File: src/rtl/pipe_stage_reg.sv
// Generic pipeline stage register: payload plus side-effect controls behind a valid/ready handshake.
// Supports backpressure stall, flush to a bubble, and an optional 2-entry skid that registers in_ready.
module pipe_stage_reg #(
  parameter int DATA_W = 32,
  parameter int CTRL_W = 8,
  parameter int SKID   = 1
) (
  input  logic              clk,
  input  logic              rst,
  input  logic              in_valid,
  output logic              in_ready,
  input  logic [DATA_W-1:0] in_data,
  input  logic [CTRL_W-1:0] in_ctrl,
  input  logic              flush,
  output logic              out_valid,
  input  logic              out_ready,
  output logic [DATA_W-1:0] out_data,
  output logic [CTRL_W-1:0] out_ctrl
);

  logic              main_valid;
  logic [DATA_W-1:0] main_data;
  logic [CTRL_W-1:0] main_ctrl;
  logic              skid_valid;
  logic [DATA_W-1:0] skid_data;
  logic [CTRL_W-1:0] skid_ctrl;
  logic              main_free;
  logic              accept;

  assign main_free = !main_valid || out_ready;
  assign accept    = in_valid && in_ready;

  // With a skid, in_ready depends only on registered state so out_ready never reaches it.
  generate
    if (SKID != 0) begin : g_skid
      assign in_ready = !rst && !skid_valid;
    end else begin : g_noskid
      assign in_ready = !rst && main_free;
    end
  endgenerate

  assign out_valid = main_valid;
  assign out_data  = main_data;
  assign out_ctrl  = main_valid ? main_ctrl : '0;

  always_ff @(posedge clk) begin
    if (rst) begin
      main_valid <= 1'b0;
      main_data  <= '0;
      main_ctrl  <= '0;
      skid_valid <= 1'b0;
      skid_data  <= '0;
      skid_ctrl  <= '0;
    end else if (flush) begin
      // Payload is kept; only validity and controls are squashed.
      main_valid <= 1'b0;
      main_ctrl  <= '0;
      skid_valid <= 1'b0;
      skid_ctrl  <= '0;
    end else if (SKID != 0) begin
      if (main_free) begin
        if (skid_valid) begin
          main_valid <= 1'b1;
          main_data  <= skid_data;
          main_ctrl  <= skid_ctrl;
          skid_valid <= 1'b0;
          skid_ctrl  <= '0;
        end else if (accept) begin
          main_valid <= 1'b1;
          main_data  <= in_data;
          main_ctrl  <= in_ctrl;
        end else begin
          main_valid <= 1'b0;
          main_ctrl  <= '0;
        end
      end else if (accept) begin
        skid_valid <= 1'b1;
        skid_data  <= in_data;
        skid_ctrl  <= in_ctrl;
      end
    end else begin
      if (accept) begin
        main_valid <= 1'b1;
        main_data  <= in_data;
        main_ctrl  <= in_ctrl;
      end else if (main_free) begin
        main_valid <= 1'b0;
        main_ctrl  <= '0;
      end
    end
  end

endmodule

File: config.mk
export PLATFORM = sky130hd
export DESIGN_NAME = pipe_stage_reg
export DESIGN_NICKNAME = d
export VERILOG_FILES = /design/src/rtl/pipe_stage_reg.sv
export SDC_FILE = /design/constraint.sdc
export NUM_CORES = 1
export LEC_CHECK = 0
export CAP_MARGIN = 20
export CORE_MARGIN = 2
export CORE_UTILIZATION = 54
export DETAILED_ROUTE_END_ITERATION = 16
export PLACE_DENSITY_LB_ADDON = 0.2
export RECOVER_POWER = 100
export SKIP_LAST_GASP = 1
export SLEW_MARGIN = 20
export SYNTH_ARGS = -nofsm -noshare
export SYNTH_HDL_FRONTEND = slang
export SYNTH_SLANG_ARGS = --single-unit
export TNS_END_PERCENT = 20
File: constraint.sdc
create_clock -name clk -period 2.35 [get_ports clk]
set_input_delay 0.705 -clock clk [delete_from_list [all_inputs] [get_ports clk]]
set_output_delay 0.705 -clock clk [all_outputs]
set_load 0.05 [all_outputs]
==> run metrics, run 1 <==
Slew Limit Fails=0; I/O Pins=87; syn nets=453; DRT iter0 DRCs=156; Starting Density=0.561; Fin. Hold Viols=0; pin count of the biggest net entering global routing=49; # DRC=0; Mapped Cells=408; die area=0.00783 mm^2; Synth warnings=0; CORE AREA=0.00687 mm^2; CP endpoint kind=output pin; Final ANT Viol Nets=0; multi-input logic area=0.00192 mm^2; vias=3201; Synth Cell Area=0.00386 mm^2; initial antenna violation count=0; maximum clock rate=0.442 GHz; dpl ws=0.0334 ns; vias per inst=5.49; setup bufs post-CTS=0; Crit path max-delay family=buffers and inverters; syn_area_per_cell=9.45 um^2; crit path launch type=flip-flop; skew final=0.0121 ns; Overflow after GRT=0; Die X-Extent=88.5 um; min Tclk post-route=2.26 ns; final setup vio count=0; setup ws final=0.0883 ns; leak pwr=0.00185 uW; Layout area overhead=28.6%; clk buf depth=2; worst endpoint required time=1.64 ns; CTS tree=built; Peak VDD IR=0.352 mV; CTS resizes=0; outcome=finished clean; detailed placement HPWL=5580 um; flops & latches, synth=82; setup TNS=0 ns; routed len/inst=14.8 um; Crit-path slowest cell=dlygate4sd3_1; Inserted Diodes=0; final core utilization=0.722; FF/Latch Area=0.00164 mm^2; Core Rows=30; # port buffers=86; count of unique library cells instantiated by Yosys=31; drt first pass iters=4; Hold WC Path Type=reg2reg; Final Wtd Congestion=0.796; share of layout cells above drive strength 1=0.117; die height=88.5 um; CP max FO=2; final hold slack=0.477 ns; Slew @ Worst Pin=0.604 ns; insertion delay to the later sink of the worst-skew pair=0.34 ns; sequential fraction of the synthesis area=0.426; worst path bufs/invs=1; # hold bufs at CTS=0; RSZ-0062 raised after global routing=no; NumNets Final=527; pwr/cell area=606 mW/mm^2; CP arrival=1.56 ns; H-tree depth=3; Root Driver=clkbuf_8; worst path cell trace=dlygate4sd3_1; CP Class=reg2out; # fillers=520; Num Clock Sinks=82; vias in the first global route=2971; all-layer global routing usage=0.232; WL final=8640 um; first-pass GRT wire length=14200 um; Max Cap Viol=0; Max transition margin=0.597; clock transition at the registers of the reported paths=0.08 ns; CTS Buf Count=9; final period utilization=0.962; critical path's largest stage delay=0.88 ns
cell families after synthesis:
group | synth area share
DFF | 0.426
and+or+nand+nor | 0.200
muxes | 0.177
buffers and inverters | 0.0720
AOI/OAI and AO/OA | 0.126
through the flow:
| step | total power, uW | std cells | area [um^2] |
|---|---|---|---|
| CTS | 3030 | 583 | 5000 |
| global route | 3100 | 583 | 4960 |
| detailed placement | 1850 | 567 | 4770 |
| finish | 3000 | 583 | 4960 |
| floorplan | 1690 | 408 | 3860 |
| global placement | 1840 | 567 | 4770 |
cells in the final DEF (no fill, tap or decap), types with 5 or more instances in the layout:
cell / instances
dfxtp_1: 81
clkdlybuf4s50_1: 50
nand3_1: 48
nor2b_1: 34
nor2_1: 33
a21oi_1: 33
mux2i_1: 32
dlygate4sd3_1: 25
mux2_1: 22
o21ai_0: 18
o21ai_1: 14
buf_4: 11
mux2_2: 10
clkbuf_8: 9
buf_12: 9
nand2_1: 8
a31oi_1: 8
a22o_1: 8
and2_0: 7
clkbuf_2: 5
routing by layer:
metal / GRT usage / share of wire
met5: 0 / 0
met2: 0.383 / 0.48
met3: 0.0476 / 0.055
met4: 0.0689 / 0.016
met1: 0.309 / 0.45
report_power, final:
part	switching [uW]	internal, uW	total, uW	leakage [uW]
registers	15.4	1410	1430	0.000664
logic	212	161	374	0.00107
clock network	496	706	1200	0.000114
cell usage after synthesis:
cell type / instances / area, um^2
dfxtp_1: 82 / 1640
nand2b_4: 1 / 13.8
and2_1: 8 / 50.1
buf_1: 3 / 11.3
o21ai_1: 30 / 150
o211ai_4: 1 / 21.3
nor3_1: 1 / 5.00
nor2_1: 34 / 128
nand3_1: 48 / 240
nor2_4: 1 / 11.3
nor2b_1: 33 / 206
nand2_1: 8 / 30.0
and4bb_1: 1 / 12.5
a22o_1: 8 / 70.1
a21oi_1: 33 / 165
or2_1: 1 / 6.26
a31oi_1: 8 / 50.1
or3b_4: 1 / 11.3
o21ai_0: 2 / 10.0
buf_2: 6 / 30.0
nor2b_2: 1 / 8.76
buf_6: 14 / 158
buf_4: 6 / 45.0
nor3b_4: 2 / 37.5
mux2_1: 22 / 248
or3b_1: 1 / 8.76
mux2_2: 10 / 113
clkbuf_1: 8 / 30.0
mux2i_1: 32 / 320
inv_1: 1 / 3.75
a211oi_4: 1 / 20.0
cell type report:
class,instances,area share
Sequential cell,82,0.331
Multi-Input combinational cell,288,0.387
Clock buffer,11,0.0265
Timing Repair Buffer,100,0.209
Tap cell,96,0.0242
Inverter,1,0.000757
Clock inverter,5,0.0207
path summary, 6_finish.rpt:
path           startpoint            to  slack (ns)  depth (start not counted)
max           out_data[0]   out_data[0]        0.09                          1
min          main_ctrl[2]  main_ctrl[2]        0.48                          2
min reg2reg  main_ctrl[2]  main_ctrl[2]        0.48                          2
max reg2reg     out_valid  skid_ctrl[6]        0.48                          3
flip-flops by register name (all words and copies together), names as in the netlist:
register    cells
main_ctrl       8
out_data       32
out_valid       1
skid_ctrl       8
skid_data      32
skid_valid      1
tightest hold or removal path: stages (launching register included):
cell	delay, ns
dfxtp_1	0.31
nand2_1	0.05
a31oi_1	0.07
(Power assumes the default switching activity.)
==> inputs of run 2 (changes only) <==
--- a/config.mk
+++ b/config.mk
@@ -6,6 +6,7 @@
 export NUM_CORES = 1
 export LEC_CHECK = 0
 export CAP_MARGIN = 20
+export CORE_ASPECT_RATIO = 0.75
 export CORE_MARGIN = 2
 export CORE_UTILIZATION = 54
 export DETAILED_ROUTE_END_ITERATION = 16
==> run 2 against run 1 <==
  * Worst setup slack better by 0.0029 ns
  * Design area fell by 0.30%
  * Clock power shrank 16%
  * Critical path depth is the same
  * Hold slack lost 0.0029 ns
  * Maximum frequency up 0.13%
  * Critical endpoint is now out_data[11]
  * Flip-flop and latch count unchanged
  * Combinational power barely moved
  * Utilization is 0.17 points lower
  * Global-route usage is 0.42 points lower
  * Largest power group unchanged
  * Total power down 6.2%
  * Final cell count grew 1.4%
==> run metrics, run 2 (same netlist as run 1, synthesis figures left out) <==
vias in the first global route=3026; Crit-path slowest cell=dlygate4sd3_1; Num Clock Sinks=82; crit path launch type=flip-flop; # DRC=0; critical path's largest stage delay=0.88 ns; final hold slack=0.474 ns; CTS resizes=0; Die X-Extent=102 um; NumNets Final=533; Root Driver=clkbuf_8; Fin. Hold Viols=0; Max Cap Viol=0; I/O Pins=87; RSZ-0062 raised after global routing=no; worst path bufs/invs=1; CP Class=reg2out; outcome=finished clean; Hold WC Path Type=reg2reg; drt first pass iters=5; share of layout cells above drive strength 1=0.128; # port buffers=86; placed inst area=0.00480 mm^2; vias per inst=5.43; die area=0.00784 mm^2; final period utilization=0.961; Final Wtd Congestion=0.768; Layout area overhead=28.2%; worst path cell trace=dlygate4sd3_1; Inst Count DP=575; Starting Density=0.562; CORE AREA=0.00686 mm^2; commonest non-fill, non-tap cell in the layout=dfxtp_1; vias=3210; clk buf depth=2; pin count of the biggest net entering global routing=49; WL final=8570 um; worst endpoint required time=1.64 ns; setup TNS=0 ns; dpl ws=0.00470 ns; die height=77.2 um; Overflow after GRT=0; clock transition at the registers of the reported paths=0.08 ns; min Tclk post-route=2.26 ns; setup bufs post-CTS=0; CTS Buf Count=9; leak pwr=0.00186 uW; CP arrival=1.55 ns; commonest cells after routing, fill and taps aside=81 x dfxtp_1, 49 x clkdlybuf4s50_1, 48 x nand3_1; skew final=0.0124 ns; H-tree depth=3; maximum clock rate=0.443 GHz; Inserted Diodes=0; routed len/inst=14.5 um; setup ws final=0.0912 ns; first-pass GRT wire length=14200 um; non-filler cells, final=591; final setup vio count=0; pwr/cell area=570 mW/mm^2; Max transition margin=0.648; CTS tree=built; detailed placement HPWL=5840 um; Slew Limit Fails=0; post-route design area=0.00494 mm^2; all-layer global routing usage=0.228; Crit path max-delay family=buffers and inverters; Slew @ Worst Pin=0.526 ns; CP max FO=2; CP endpoint kind=output pin; insertion delay to the later sink of the worst-skew pair=0.35 ns; # hold bufs at CTS=0; Final ANT Viol Nets=0; DRT iter0 DRCs=128; initial antenna violation count=0; Peak VDD IR=0.414 mV; Core Rows=26
-- run 2: through the flow --
| step | util | power [uW] |
|---|---|---|
| finish | 0.720 | 2820 |
| global route | 0.720 | 2940 |
| CTS | 0.728 | 2860 |
| detailed placement | 0.700 | 1850 |
| global placement | 0.700 | 1850 |
| floorplan | - | 1690 |
-- run 2: final cells by class --
cell class                      count  area, um^2
Timing Repair Buffer              106        1070
Clock buffer                       11         141
Clock inverter                      5        53.8
Sequential cell                    82        1640
Inverter                            1        3.75
Multi-Input combinational cell    288        1910
Tap cell                           98         123
Fill cell                         536        1920
-- run 2: routing by layer --
layer  track usage  vias to the layer above  share of wire
met2         0.354                      100           0.48
met3        0.0702                       11          0.061
met4        0.0595                        0         0.0086
met1         0.307                     1518           0.46
li1              -                     1581              -
met5             0                        -              0
-- run 2: report_power, final --
group | switching [uW] | internal (uW)
clock | 495 | 517
sequential | 14.2 | 1410
combinational | 211 | 166
-- run 2: worst paths after layout --
| check | startpoint | to | slack (ns) | cells past startpoint |
|---|---|---|---|---|
| setup / recovery | out_data[11] | out_data[11] | 0.09 | 1 |
| hold / removal | main_ctrl[0] | main_ctrl[0] | 0.47 | 2 |
| setup reg to reg | out_valid | out_data[0] | 0.53 | 4 |
| hold reg to reg | main_ctrl[0] | main_ctrl[0] | 0.47 | 2 |
==> inputs of run 3 (changes only) <==
--- a/config.mk
+++ b/config.mk
@@ -7,8 +7,8 @@
 export LEC_CHECK = 0
 export CAP_MARGIN = 20
 export CORE_ASPECT_RATIO = 0.75
-export CORE_MARGIN = 2
-export CORE_UTILIZATION = 54
+export CORE_MARGIN = 8
+export CORE_UTILIZATION = 45
 export DETAILED_ROUTE_END_ITERATION = 16
 export PLACE_DENSITY_LB_ADDON = 0.2
 export RECOVER_POWER = 100
==> constraint.sdc (replaced) <==
create_clock -name clk -period 1.9 [get_ports clk]
set_input_delay 0.57 -clock clk [delete_from_list [all_inputs] [get_ports clk]]
set_output_delay 0.57 -clock clk [all_outputs]
set_load 0.05 [all_outputs]
==> run 3 against run 2 <==
  * Largest power group is now clock
  * Utilization is 12 points lower
  * Clock-buffer cell count is 1 higher
  * Critical path depth is 4 higher
  * Register-to-register slack worse by 0.24 ns
  * Worst setup slack worse by 0.010 ns
  * Largest cell class unchanged
  * Total power is 45% higher
  * Critical path type is now in2reg
  * Clock skew is 0.0041 ns lower
  * Hold slack hardly changed
==> run metrics, run 3 (same netlist as run 1, synthesis figures left out) <==
crit path launch type=input port; non-filler cells, final=603; final period utilization=0.958; worst endpoint required time=2.11 ns; drt first pass iters=5; commonest non-fill, non-tap cell in the layout=dfxtp_1; NumNets Final=535; leak pwr=0.00183 uW; Inserted Diodes=0; skew final=0.00829 ns; Slew @ Worst Pin=0.619 ns; CTS resizes=0; CP endpoint kind=flip-flop; Overflow after GRT=0; Max transition margin=0.589; CORE AREA=0.00838 mm^2; Die X-Extent=123 um; DRT iter0 DRCs=195; vias in the first global route=3170; final setup vio count=0; # port buffers=86; # DRC=0; H-tree depth=3; routed len/inst=15.6 um; maximum clock rate=0.550 GHz; pwr/cell area=814 mW/mm^2; Fin. Hold Viols=0; Layout area overhead=30.0%; setup bufs post-CTS=0; Design Power=4080 uW; Max Cap Viol=0; Num Clock Sinks=82; Final ANT Viol Nets=0; die area=0.0118 mm^2; RSZ-0062 raised after global routing=no; insertion delay to the later sink of the worst-skew pair=0.33 ns; Core Rows=29; first-pass GRT wire length=15500 um; all-layer global routing usage=0.163; CP arrival=2.03 ns; vias per inst=5.21; Inst Count DP=587; Peak VDD IR=0.382 mV; Starting Density=0.460; CP Class=in2reg; CP max FO=32; # hold bufs at CTS=0; CTS Buf Count=9; clock transition at the registers of the reported paths=0.06 ns; vias=3141; detailed placement HPWL=6490 um; outcome=finished clean; WL final=9390 um; I/O Pins=87; CTS tree=built; clk buf depth=2; Root Driver=clkbuf_16; share of layout cells above drive strength 1=0.143; Final Wtd Congestion=0.774; initial antenna violation count=0; pin count of the biggest net entering global routing=76; Slew Limit Fails=0; min Tclk post-route=1.82 ns; commonest cells after routing, fill and taps aside=81 x dfxtp_1, 48 x nand3_1, 43 x clkdlybuf4s50_1; die height=96.2 um; Hold WC Path Type=reg2reg
## run 3: cell types whose count changed in the layout (fill, tap and decap cells not counted), sizes merged
cell           before  now
bufinv              1    2
clkinv              4    0
clkinvlp            0    2
clkdlybuf4s50      49   43
dlygate4sd3        26    0
buf                25   32
clkbuf             17   45
## run 3: where the power goes
group / switching [uW] / internal (uW)
clock: 662 / 1190
sequential: 16.0 / 1750
combinational: 270 / 196
total: 947 / 3130
## run 3: metal layers
layer	GRT usage	share of wire
met2	0.264	0.46
met1	0.205	0.46
met5	0	0
met3	0.0580	0.075
met4	0.0374	0.0051
## run 3: cell type report
cell class	count	area [um^2]
Clock buffer	12	246
Fill cell	756	3370
Multi-Input combinational cell	288	1920
Timing Repair Buffer	108	988
Clock inverter	4	75.1
Inverter	1	3.75
Sequential cell	82	1640
Tap cell	108	135
## run 3: final timing paths
check / startpoint / depth (start not counted) / endpoint / slack, ns
worst max-delay path: in_valid / 5 / out_data[5] / 0.08
worst min-delay path: skid_data[14] / 2 / skid_data[14] / 0.47
worst max register to register: skid_valid / 4 / out_data[20] / 0.29
worst min register to register: skid_data[14] / 2 / skid_data[14] / 0.47
## run 3: worst max-delay path, stage by stage
cell             delay [ns]
clkdlybuf4s50_1        0.44
nor2b_1                0.14
o211ai_1               0.25
buf_12                 0.26
mux2_2                 0.35
## run 3: through the flow
stage / hold slack, ns / utilization / setup TNS [ns] / cell area [um^2] / setup slack [ns]
2_1_floorplan: 0.442 / - / 0 / 3860 / 0.00501
3_3_place_gp: 0.461 / 0.577 / -10.84 / 4830 / -0.169
3_5_place_dp: 0.460 / 0.577 / -13.01 / 4830 / -0.215
4_1_cts: 0.475 / 0.615 / 0 / 5150 / 0.114
5_1_grt: 0.486 / 0.598 / 0 / 5010 / 0.0377
6_report: 0.474 / 0.598 / 0 / 5010 / 0.0807
